[src/rtl/rom_scan_tester.sv]
// rtl/rom_scan_tester.sv - ROM read/scan test engine with sum, xor and identity checks
//
// Ports:
//   clk, rst           clock; asynchronous active-high reset
//   start              begin an operation, accepted only while idle
//   abort              cancel the current operation
//   mode               00 single read, 01 scan-sum, 10 scan-xor, 11 scan-identity
//   addr_in            address used by a single read
//   expected           reference value compared against result in modes 01/10
//   rom_en, rom_addr   ROM read request
//   rom_data           ROM read data, valid READ_LAT cycles after the request
//   rd_valid, rd_data  stream of returned words for external dump
//   busy               operation in progress
//   done               one-cycle completion pulse
//   pass, result       check outcome and accumulated value, held until next start
module rom_scan_tester #(
  parameter int DATA_W   = 8,
  parameter int ADDR_W   = 8,
  parameter int READ_LAT = 1
) (
  input  logic              clk,
  input  logic              rst,
  input  logic              start,
  input  logic              abort,
  input  logic [1:0]        mode,
  input  logic [ADDR_W-1:0] addr_in,
  input  logic [DATA_W-1:0] expected,
  output logic              rom_en,
  output logic [ADDR_W-1:0] rom_addr,
  input  logic [DATA_W-1:0] rom_data,
  output logic              rd_valid,
  output logic [DATA_W-1:0] rd_data,
  output logic              busy,
  output logic              done,
  output logic              pass,
  output logic [DATA_W-1:0] result
);

  localparam logic [ADDR_W-1:0] LAST_ADDR = '1;
  localparam int EXT_W = (DATA_W > ADDR_W) ? DATA_W : ADDR_W;

  localparam logic [1:0] M_SINGLE = 2'b00;
  localparam logic [1:0] M_SUM    = 2'b01;
  localparam logic [1:0] M_XOR    = 2'b10;

  typedef enum logic [1:0] {
    S_IDLE,
    S_ISSUE,
    S_DRAIN,
    S_DONE
  } state_t;

  state_t              state;
  logic [1:0]          mode_q;
  logic [ADDR_W-1:0]   addr_q;
  logic [ADDR_W-1:0]   cnt_q;
  logic [DATA_W-1:0]   expected_q;
  logic                issue_q;

  // One stage per cycle of ROM latency; the top stage marks the cycle in
  // which rom_data belongs to an issued read. The address rides along so the
  // identity check can compare each word against its own address.
  logic [READ_LAT-1:0] vld_pipe;
  logic [ADDR_W-1:0]   addr_pipe [READ_LAT];

  logic                cap_vld;
  logic [ADDR_W-1:0]   cap_addr;
  logic [EXT_W-1:0]    cap_addr_wide;
  logic [DATA_W-1:0]   cap_addr_ext;
  logic [READ_LAT-1:0] vld_upper;
  logic [DATA_W-1:0]   acc_next;
  logic [DATA_W-1:0]   final_result;
  logic                pass_next;

  // abort must stop ROM traffic in the very cycle it is raised
  assign rom_en   = issue_q & ~abort;
  assign rom_addr = issue_q ? ((mode_q == M_SINGLE) ? addr_q : cnt_q) : '0;

  assign cap_vld       = vld_pipe[READ_LAT-1];
  assign cap_addr      = addr_pipe[READ_LAT-1];
  assign cap_addr_wide = EXT_W'(cap_addr);
  assign cap_addr_ext  = cap_addr_wide[DATA_W-1:0];

  // Stages below the top one: when all clear, the word completing this cycle
  // is the last one in flight.
  assign vld_upper = vld_pipe << 1;

  always_comb begin
    acc_next = result;
    case (mode_q)
      M_SINGLE: acc_next = rom_data;
      M_SUM:    acc_next = result + rom_data;
      M_XOR:    acc_next = result ^ rom_data;
      default: begin
        // mismatch counter saturates instead of wrapping back to a "clean" 0
        if ((rom_data != cap_addr_ext) && (result != '1)) begin
          acc_next = result + DATA_W'(1);
        end
      end
    endcase
  end

  // Pass is decided on the edge entering DONE, so it must see the value the
  // last captured word is about to produce.
  always_comb begin
    final_result = cap_vld ? acc_next : result;
    pass_next    = 1'b0;
    case (mode_q)
      M_SINGLE:      pass_next = 1'b1;
      M_SUM, M_XOR:  pass_next = (final_result == expected_q);
      default:       pass_next = (final_result == '0);
    endcase
  end

  always_ff @(posedge clk or posedge rst) begin
    if (rst) begin
      state      <= S_IDLE;
      mode_q     <= '0;
      addr_q     <= '0;
      cnt_q      <= '0;
      expected_q <= '0;
      issue_q    <= 1'b0;
      vld_pipe   <= '0;
      for (int i = 0; i < READ_LAT; i++) begin
        addr_pipe[i] <= '0;
      end
      rd_valid   <= 1'b0;
      rd_data    <= '0;
      busy       <= 1'b0;
      done       <= 1'b0;
      pass       <= 1'b0;
      result     <= '0;
    end else begin
      for (int i = READ_LAT - 1; i > 0; i--) begin
        vld_pipe[i]  <= vld_pipe[i-1];
        addr_pipe[i] <= addr_pipe[i-1];
      end
      vld_pipe[0]  <= rom_en;
      addr_pipe[0] <= rom_addr;
      rd_valid     <= 1'b0;
      done         <= 1'b0;

      if (abort && (state != S_IDLE)) begin
        // in-flight reads are dropped; result keeps its partial value
        state    <= S_IDLE;
        issue_q  <= 1'b0;
        busy     <= 1'b0;
        pass     <= 1'b0;
        vld_pipe <= '0;
      end else begin
        if (cap_vld) begin
          rd_valid <= 1'b1;
          rd_data  <= rom_data;
          result   <= acc_next;
        end

        case (state)
          S_IDLE: begin
            if (start && !abort) begin
              mode_q     <= mode;
              addr_q     <= addr_in;
              expected_q <= expected;
              cnt_q      <= '0;
              result     <= '0;
              pass       <= 1'b0;
              busy       <= 1'b1;
              issue_q    <= 1'b1;
              state      <= S_ISSUE;
            end
          end

          S_ISSUE: begin
            if ((mode_q == M_SINGLE) || (cnt_q == LAST_ADDR)) begin
              issue_q <= 1'b0;
              state   <= S_DRAIN;
            end else begin
              cnt_q <= cnt_q + ADDR_W'(1);
            end
          end

          S_DRAIN: begin
            if (vld_upper == '0) begin
              state <= S_DONE;
              done  <= 1'b1;
              busy  <= 1'b0;
              pass  <= pass_next;
            end
          end

          default: begin
            // start during the DONE cycle is deliberately not looked at
            state <= S_IDLE;
          end
        endcase
      end
    end
  end

endmodule

[config.mk]
export PLATFORM = sky130hd
export DESIGN_NAME = rom_scan_tester
export DESIGN_NICKNAME = d
export VERILOG_FILES = /design/src/rtl/rom_scan_tester.sv
export SDC_FILE = /design/constraint.sdc
export NUM_CORES = 1
export LEC_CHECK = 0
export BUFFER_PORTS_ARGS = -buffer_cell sky130_fd_sc_hd__buf_2
export CAP_MARGIN = 40
export CORE_MARGIN = 10
export CORE_UTILIZATION = 30
export DETAILED_ROUTE_END_ITERATION = 8
export PLACE_DENSITY = 0.57
export SYNTH_ARGS = -nofsm -noshare
export SYNTH_HDL_FRONTEND = slang
export SYNTH_SLANG_ARGS = --single-unit
[constraint.sdc]
create_clock -name clk -period 4.26 [get_ports clk]
set_input_delay 0.426 -clock clk [delete_from_list [all_inputs] [get_ports clk]]
set_output_delay 0.426 -clock clk [all_outputs]
set_load 0.05 [all_outputs]
After elaboration in Yosys (flattened, before gate mapping)
Cells that the tools add are included.
{"block": "totals", "reg_bits": 58, "wordCells": 81, "output_inout_bits": 29}
{"block": "classes", "addsub": 3, "reduce_logical": 19, "n_eq_ne": 12, "n_mux": 29, "bitwise_logic": 4}
{"operator": "8-bit 2-to-1 mux", "count": 8}
{"operator": "8-bit one-hot mux with 3 select lines", "count": 1}
{"operator": "8-bit by 1-bit adder with 8-bit output (second input constant)", "count": 2}
{"operator": "8-bit one-hot mux with 2 select lines", "count": 1}
{"operator": "1-bit 2-to-1 mux", "count": 11}
{"operator": "8-bit adder", "count": 1}
{"operator": "8-bit equality test", "count": 1}
{"operator": "8-bit equality test (second input constant)", "count": 1}
{"operator": "8-bit zero test", "count": 1}
{"operator": "8-bit inequality test", "count": 1}
{"operator": "8-bit inequality test (second input constant)", "count": 1}
{"operator": "1-bit one-hot mux with 2 select lines", "count": 4}
{"operator": "8-bit XOR", "count": 1}
{"operator": "2-bit 2-to-1 mux", "count": 3}
{"operator": "3-bit inequality test (second input constant)", "count": 2}
{"operator": "2-bit one-hot mux with 3 select lines", "count": 1}
{"operator": "2-bit AND reduction", "count": 3}
{"operator": "3-bit AND reduction", "count": 2}
{"operator": "3-bit nonzero test", "count": 2}
{"operator": "2-bit by 1-bit equality test with 1-bit output (second input constant)", "count": 2}
{"operator": "2-bit equality test (second input constant)", "count": 2}
{"operator": "2-bit zero test", "count": 2}
{"operator": "2-bit inequality test (second input constant)", "count": 2}
{"operator": "4-bit AND reduction", "count": 1}
{"operator": "7 further kinds", "count": 11}

Depth between registers and ports, before layout
Gate-level depths: netlist of the first run.
{"block": "logic_depth", "depth_word": 9, "depth_mapped": 11, "mapped_depth_nobuf": 11}

Worst setup path after synthesis of the first run
No wires, ideal clock.
{"block": "synth_path", "path_type": "reg-to-reg", "start": "reg result[0]", "end": "reg pass", "period_less_slack_ns": 3.064, "slack_ns": 1.196, "required_time_ns": 4.165, "path_buffers": 0, "arrival_time_ns": 2.968, "path_stages_with_launch": 12, "path_cell_list": "dfrtp_1 -> ha_1 -> fa_1 -> a21o_2 -> a21oi_1 -> xnor2_1 -> a21oi_1 -> a311o_1 -> xnor2_1 -> nor4_1 -> a41oi_1 -> o31ai_1"}
{"block": "synth_between", "elab_chain_cells": 9}
{"item": "from (decl)", "line_no": "36", "rtl": "output logic [DATA_W-1:0] result"}
{"item": "from (signal assigned)", "line_no": "154", "rtl": "result <= acc_next;"}
{"item": "branches (longest 4 deep; another with 8-bit by 1-bit adder with 8-bit output)"}
{"item": "8-bit 2-to-1 mux (*)", "line_no": "106", "rtl": "final_result = cap_vld ? acc_next : result;"}
{"item": "8-bit equality test or 8-bit zero test (tied branches)", "line_no": "110, 111"}
{"item": "1-bit one-hot mux with 2 select lines (*)", "line_no": "108", "rtl": "case (mode_q)"}
{"item": "1-bit one-hot mux with 2 select lines (*)", "line_no": "157", "rtl": "case (state)"}
{"item": "1-bit 2-to-1 mux (*)", "line_no": "143", "rtl": "if (abort && (state != S_IDLE)) begin"}
{"item": "to (signal assigned)", "line_no": "186", "rtl": "pass <= pass_next;"}
{"item": "to (decl)", "line_no": "35", "rtl": "output logic pass,"}
Every way passes the cells marked *.
A chain may end at the register's enable or synchronous reset.

Worst setup path in the final report of the first run
Ends and elaborated chain as after synthesis.

==> impl_metrics.toml, run 1 <==
[synth]
synth_top_cell_area_share = 0.422
synthTopCellsByCount = "58 x dfrtp_1, 34 x nand2_1, 26 x mux2_2"
synth_top_flop_cell = "dfrtp_1"
synth_cell_types = 53
synth-edff-count = 0
syn_inst = 340
synth.avg_cell_area_um2 = 10.1
yosys_register_bits = 58
synth_top_cells_by_area = "dfrtp_1 42%, mux2_2 8.5%, ha_1 5.8%"
synthArstFlopShare = 1.00
yosysWarningCount = 0
yosysMostFrequentCell = "dfrtp_1"
synthesis.nets = 387
syn_area_um2 = 3440
synth_area_leader_cell = "dfrtp_1"
yosysSeqAreaShare = 0.422

[power]
vdd_ir_drop_max_mv = 0.359
cellPowerDensity_nw_per_um2 = 763
p_leak_nw = 2.01
finalPower_w = 0.00325

[timing]
fin_setup_tns_ns = 0
maxSlewViolCount = 0
setup_ws_ns = 1.05
skew_ns = 0.00684
setup_viol = 0
worstMarginPinSlew_ns = 0.886
hold_viol = 0
min_period_ns = 3.21
fin_crit_sh = 0.753
fmax_ghz = 0.312
hold_slack_ns = 0.309
grt_setup_unrepaired = "false"
slew_headroom = 0.409

[worst_setup_path]
critPathMaxFanout = 8
reg2regPathDepth = 11
worst_path_max_delay_cell = "nor4_1"
crit_end = "pass$_DFFE_PP0P_"
max_stage_delay_ns = 0.62
r2r-start = "result[0]$_DFFE_PP0N_"
crit_required_ns = 4.49
cp_cell_sequence = "ha_1, fa_1, a211oi_1, o21bai_1, a21oi_1, xnor2_1, a21oi_1, nor4_1, xnor2_1, a41oi_1, o31ai_1"
cp-end-kind = "register"
arrival_ns = 3.44
path_class = "reg2reg"
timing.rr.end = "pass$_DFFE_PP0P_"
rrSetupSlack_ns = 1.05
startpoint_type = "register"
critPathLaunch = "result[0]$_DFFE_PP0N_"

[global_route]
grt_max_degree = 59
grt_pass1_vias = 2855
grt_pass1_wl_um = 15200
antenna_found_initial = 0
grt_overflow = 0
grt_usage = 0.117

[die]
fp.dieW_um = 127
io_pins = 59
initial_utilization = 0.304
placementRows = 39
coreArea_um2 = 11300
dieArea_um2 = 16100
fp.dieH_um = 127

[route]
drt_pre_antenna_iters = 4
drt-wirelength-per-cell_um = 17.2
via_per_inst = 5.15
wl_um = 9460
drtAntennaViolNets = 0
drt_iter0_markers = 159
drc = 0
via_count = 2839

[place]
io_buffer_count = 58
dpl.cell_count = 535
dp_slack_ns = 0.990
gp_congestion = 0.949
place_hpwl_um = 7190

[cts]
cts_htree_levels = 3
numCtsBuffers = 9
postCtsHoldBufs = 0
postCtsResizedCells = 0
path_clk_slew_ns = 0.06
clk_latency_ns = 0.33
clockRootBuffer = "clkbuf_16"
cts_setup_buffers = 0
cts_sinks = 58
cts_buffer_depth = 2
cts_tree = "done"

[final_layout]
antennaDiodeCount = 0
fin_cells = 551
area_growth_pct = 23.6
layout.nets = 450
layout-drive-gt1-share = 0.275

[hold_path]
worstHoldPathType = "in2async"

[job]
drv_cap = 0

[status]
outcome = "completed"
[cells in the final DEF, fill, tap and decap left out, types with 2 or more instances in the layout]
cell / Yosys / routed
dfrtp_1: 58 / 58
buf_2: 0 / 58
nand2_1: 34 / 34
mux2_2: 26 / 26
a21oi_1: 19 / 19
o21ai_0: 17 / 17
nor2_1: 16 / 16
ha_1: 16 / 16
nor2b_1: 14 / 14
inv_1: 12 / 11
xor2_1: 11 / 11
mux2i_1: 11 / 11
and3_1: 10 / 10
clkbuf_16: 0 / 9
a211oi_1: 7 / 7
and2_1: 7 / 7
xnor2_1: 7 / 7
o31ai_1: 7 / 7
a221o_1: 4 / 4
nand3_1: 4 / 4
nor3_1: 3 / 3
a311oi_1: 3 / 3
nand2b_1: 3 / 3
a22o_1: 3 / 3
or2_2: 3 / 3
a22oi_1: 3 / 3
bufinv_16: 0 / 3
inv_2: 1 / 2
nor4_2: 2 / 2
or3_1: 2 / 2
a21boi_1: 2 / 2
o21bai_1: 2 / 2
nand3b_1: 2 / 2
nor4_1: 2 / 2
o22ai_1: 2 / 2
[sequential cells by signal (all words and copies together), names as in the netlist]
name / cells
addr_pipe: 8
addr_q: 8
result: 8
issue_q: 1
cnt_q: 8
expected_q: 8
rd_data: 8
pass: 1
cap_vld: 1
mode_q: 2
rd_valid: 1
done: 1
busy: 1
state: 2
[worst min-delay path by stage]
stage                                   to  slack [ns]  cells after the start
floorplan             cnt_q[7]$_DFFE_PP0P_        0.48                      1
global placement    rd_data[6]$_DFFE_PP0P_        0.48                      1
detailed placement  rd_data[2]$_DFFE_PP0P_        0.49                      1
CTS                  addr_q[6]$_DFFE_PP0P_        0.32                      2
global route         mode_q[1]$_DFFE_PP0P_        0.31                      2
finish               mode_q[0]$_DFFE_PP0P_        0.31                      3
[power breakdown]
part           total (W)  switching [W]  internal (W)
Sequential      0.000930       0.000181      0.000749
Clock           0.000850       0.000261      0.000589
Combinational    0.00147       0.000931      0.000534
Total            0.00325        0.00137       0.00187
[cells by family (layout without fill, tap and decap cells)]
logic type / after synthesis / after routing / share of synthesized area
AOI/OAI and AO/OA: 85 / 85 / 0.172
adders and majority gates: 17 / 17 / 0.0640
muxes: 37 / 37 / 0.117
xor gates and xnor gates: 18 / 18 / 0.0458
and+or+nand+nor: 104 / 104 / 0.156
DFF: 58 / 58 / 0.422
buffers and inverters: 21 / 89 / 0.0229
[stage by stage]
step                      cell area (um2)   util
after floorplan                      3440      -
after global placement               3890  0.343
after detailed placement             3900  0.345
after CTS                            4250  0.376
after global routing                 4250  0.376
final                                4250  0.376
[critical path: cells and delay by family, from the launching register on]
kind / cells / cell delay (ns)
compound gates: 6 / 1.03
flops: 1 / 0.46
simple gates: 1 / 0.62
fa+ha+maj: 2 / 0.68
xor+xnor: 2 / 0.34
[layer usage]
layer,part of all wire,track usage,wire [um]
met5,0,0,0
met2,0.49,0.197,4650
met3,0.056,0.0397,531
met4,0.017,0.0348,157
met1,0.44,0.139,4120
[cell type report]
| class | instances | area [um2] |
|---|---|---|
| Clock inverter | 6 | 113 |
| Timing Repair Buffer | 60 | 313 |
| Inverter | 13 | 48.8 |
| Clock buffer | 10 | 239 |
| Tap cell | 143 | 179 |
| Sequential cell | 58 | 1450 |
| Fill cell | 1153 | 7070 |
| Multi-Input combinational cell | 261 | 1910 |
No activity file was read; power rests on OpenSTA's default activity.
==> run 2, diff against run 1 <==
==> constraint.sdc (replaced) <==
create_clock -name clk -period 3.2 [get_ports clk]
set_input_delay 0.32 -clock clk [delete_from_list [all_inputs] [get_ports clk]]
set_output_delay 0.32 -clock clk [all_outputs]
set_load 0.05 [all_outputs]
==> impl_metrics.toml, run 2 (synthesis results as in run 1) <==
[status]
outcome = "finished with violations"
violations = "negative hold slack"

[worst_setup_path]
crit_required_ns = 3.43
reg2regPathDepth = 11
critPathMaxFanout = 4
startpoint_type = "register"
arrival_ns = 3.22
cp-end-kind = "register"
path_class = "reg2reg"

[route]
via_per_inst = 5.17
wl_um = 9440
drtAntennaViolNets = 0
via_count = 2880
drt-wirelength-per-cell_um = 17.0
drt_iter0_markers = 190
drt_pre_antenna_iters = 4
drc = 0

[timing]
maxSlewViolCount = 0
setup_viol = 0
fin_crit_sh = 0.935
hold_slack_ns = -0.00364
fmax_ghz = 0.334
grt_setup_unrepaired = "false"
worstMarginPinSlew_ns = 0.864
min_period_ns = 2.99
hold_viol = 5
slew_headroom = 0.423
skew_ns = 0.00715
fin_setup_tns_ns = 0

[final_layout]
fin_area_um2 = 4300
layout-drive-gt1-share = 0.287
layout.nets = 456
final_cell_mix = "58 x dfrtp_1, 58 x buf_2, 34 x nand2_1, 26 x mux2_2, 19 x a21oi_1"
area_growth_pct = 24.9
postLayoutCoreUtil = 0.379
antennaDiodeCount = 0

[cts]
clockRootBuffer = "clkbuf_16"
postCtsHoldBufs = 0
cts_sinks = 58
cts_tree = "done"
cts_buffer_depth = 2
numCtsBuffers = 9
clk_latency_ns = 0.33
path_clk_slew_ns = 0.06
cts_htree_levels = 3

[die]
coreArea_um2 = 11300
dieArea_um2 = 16100
fp.dieH_um = 127
placementRows = 39
fp.dieW_um = 127
io_pins = 59
initial_utilization = 0.304

[global_route]
grt_pass1_wl_um = 15400
grt_use_met1 = 0.141
grt_util_met2 = 0.195
grt_overflow = 0
grt.busiest_layer = "met2"
grt_usage = 0.118
antenna_found_initial = 0
grt_use_met3 = 0.0323
grt_pass1_vias = 2962
grt_max_degree = 38

[place]
place_hpwl_um = 7380
io_buffer_count = 58
placed_cell_area_um2 = 3940
gp_congestion = 0.917

[power]
finalPower_w = 0.00437
p_leak_nw = 2.04
vdd_ir_drop_max_mv = 0.441
cellPowerDensity_nw_per_um2 = 1020

[hold_path]
worstHoldPathType = "in2async"

[job]
drv_cap = 0
run 2: final cells by class:
cell class / instances / area, um2
clock buffer: 9 / 225
clock inverter: 7 / 125
fill: 1134 / 7030
inverter: 13 / 48.8
multi-input combinational: 261 / 1920
sequential: 58 / 1450
tap: 143 / 179
timing repair buffer: 66 / 350
run 2: metal layers:
layer | vias to the layer above | share of wire
li1 | 1379 | -
met1 | 1394 | 0.43
met2 | 88 | 0.49
met3 | 19 | 0.058
met4 | 0 | 0.024
met5 | - | 0
run 2: timing repair:
item	4_1_cts	5_1_grt
endpoints found under the setup margin	0	1
resized for setup	0	1
setup buffers	0	0
run 2: where the power goes:
group,internal [W],total [W],switching (W)
clock network,0.000766,0.00112,0.000356
registers,0.000997,0.00121,0.000213
logic,0.000749,0.00204,0.00129
run 2: path summary, 6_finish.rpt:
path | slack, ns | endpoint | startpoint
hold reg to reg | 0.50 | rd_data[6]$_DFFE_PP0P_ | rd_data[6]$_DFFE_PP0P_
setup / recovery | 0.21 | pass$_DFFE_PP0P_ | result[0]$_DFFE_PP0N_
min in group clk | 0.22 | expected_q[5]$_DFFE_PP0P_ | expected[5]
setup reg to reg | 0.21 | pass$_DFFE_PP0P_ | result[0]$_DFFE_PP0N_
hold / removal | -0.004 | mode_q[0]$_DFFE_PP0P_ | rst
max in group asynchronous | 2.37 | addr_pipe[2]$_DFF_PP0_ | rst
run 2: worst max-delay path, cell delays in order (launching register included):
cell and delay, ns:
dfrtp_1 0.37, ha_1 0.21, fa_1 0.45, a21o_2 0.24, a21oi_1 0.17, xnor2_1 0.14
a21oi_1 0.10, a311o_1 0.40, xnor2_1 0.16, nor4_2 0.28, a41oi_1 0.15, o31ai_1 0.22
run 2: per-stage QoR:
| stage | instances | setup slack, ns |
|---|---|---|
| floorplan | 340 | 0.136 |
| global placement | 541 | 0.222 |
| detailed placement | 541 | 0.0373 |
| CTS | 557 | 0.154 |
| global route | 557 | 0.0315 |
| finish | 557 | 0.210 |
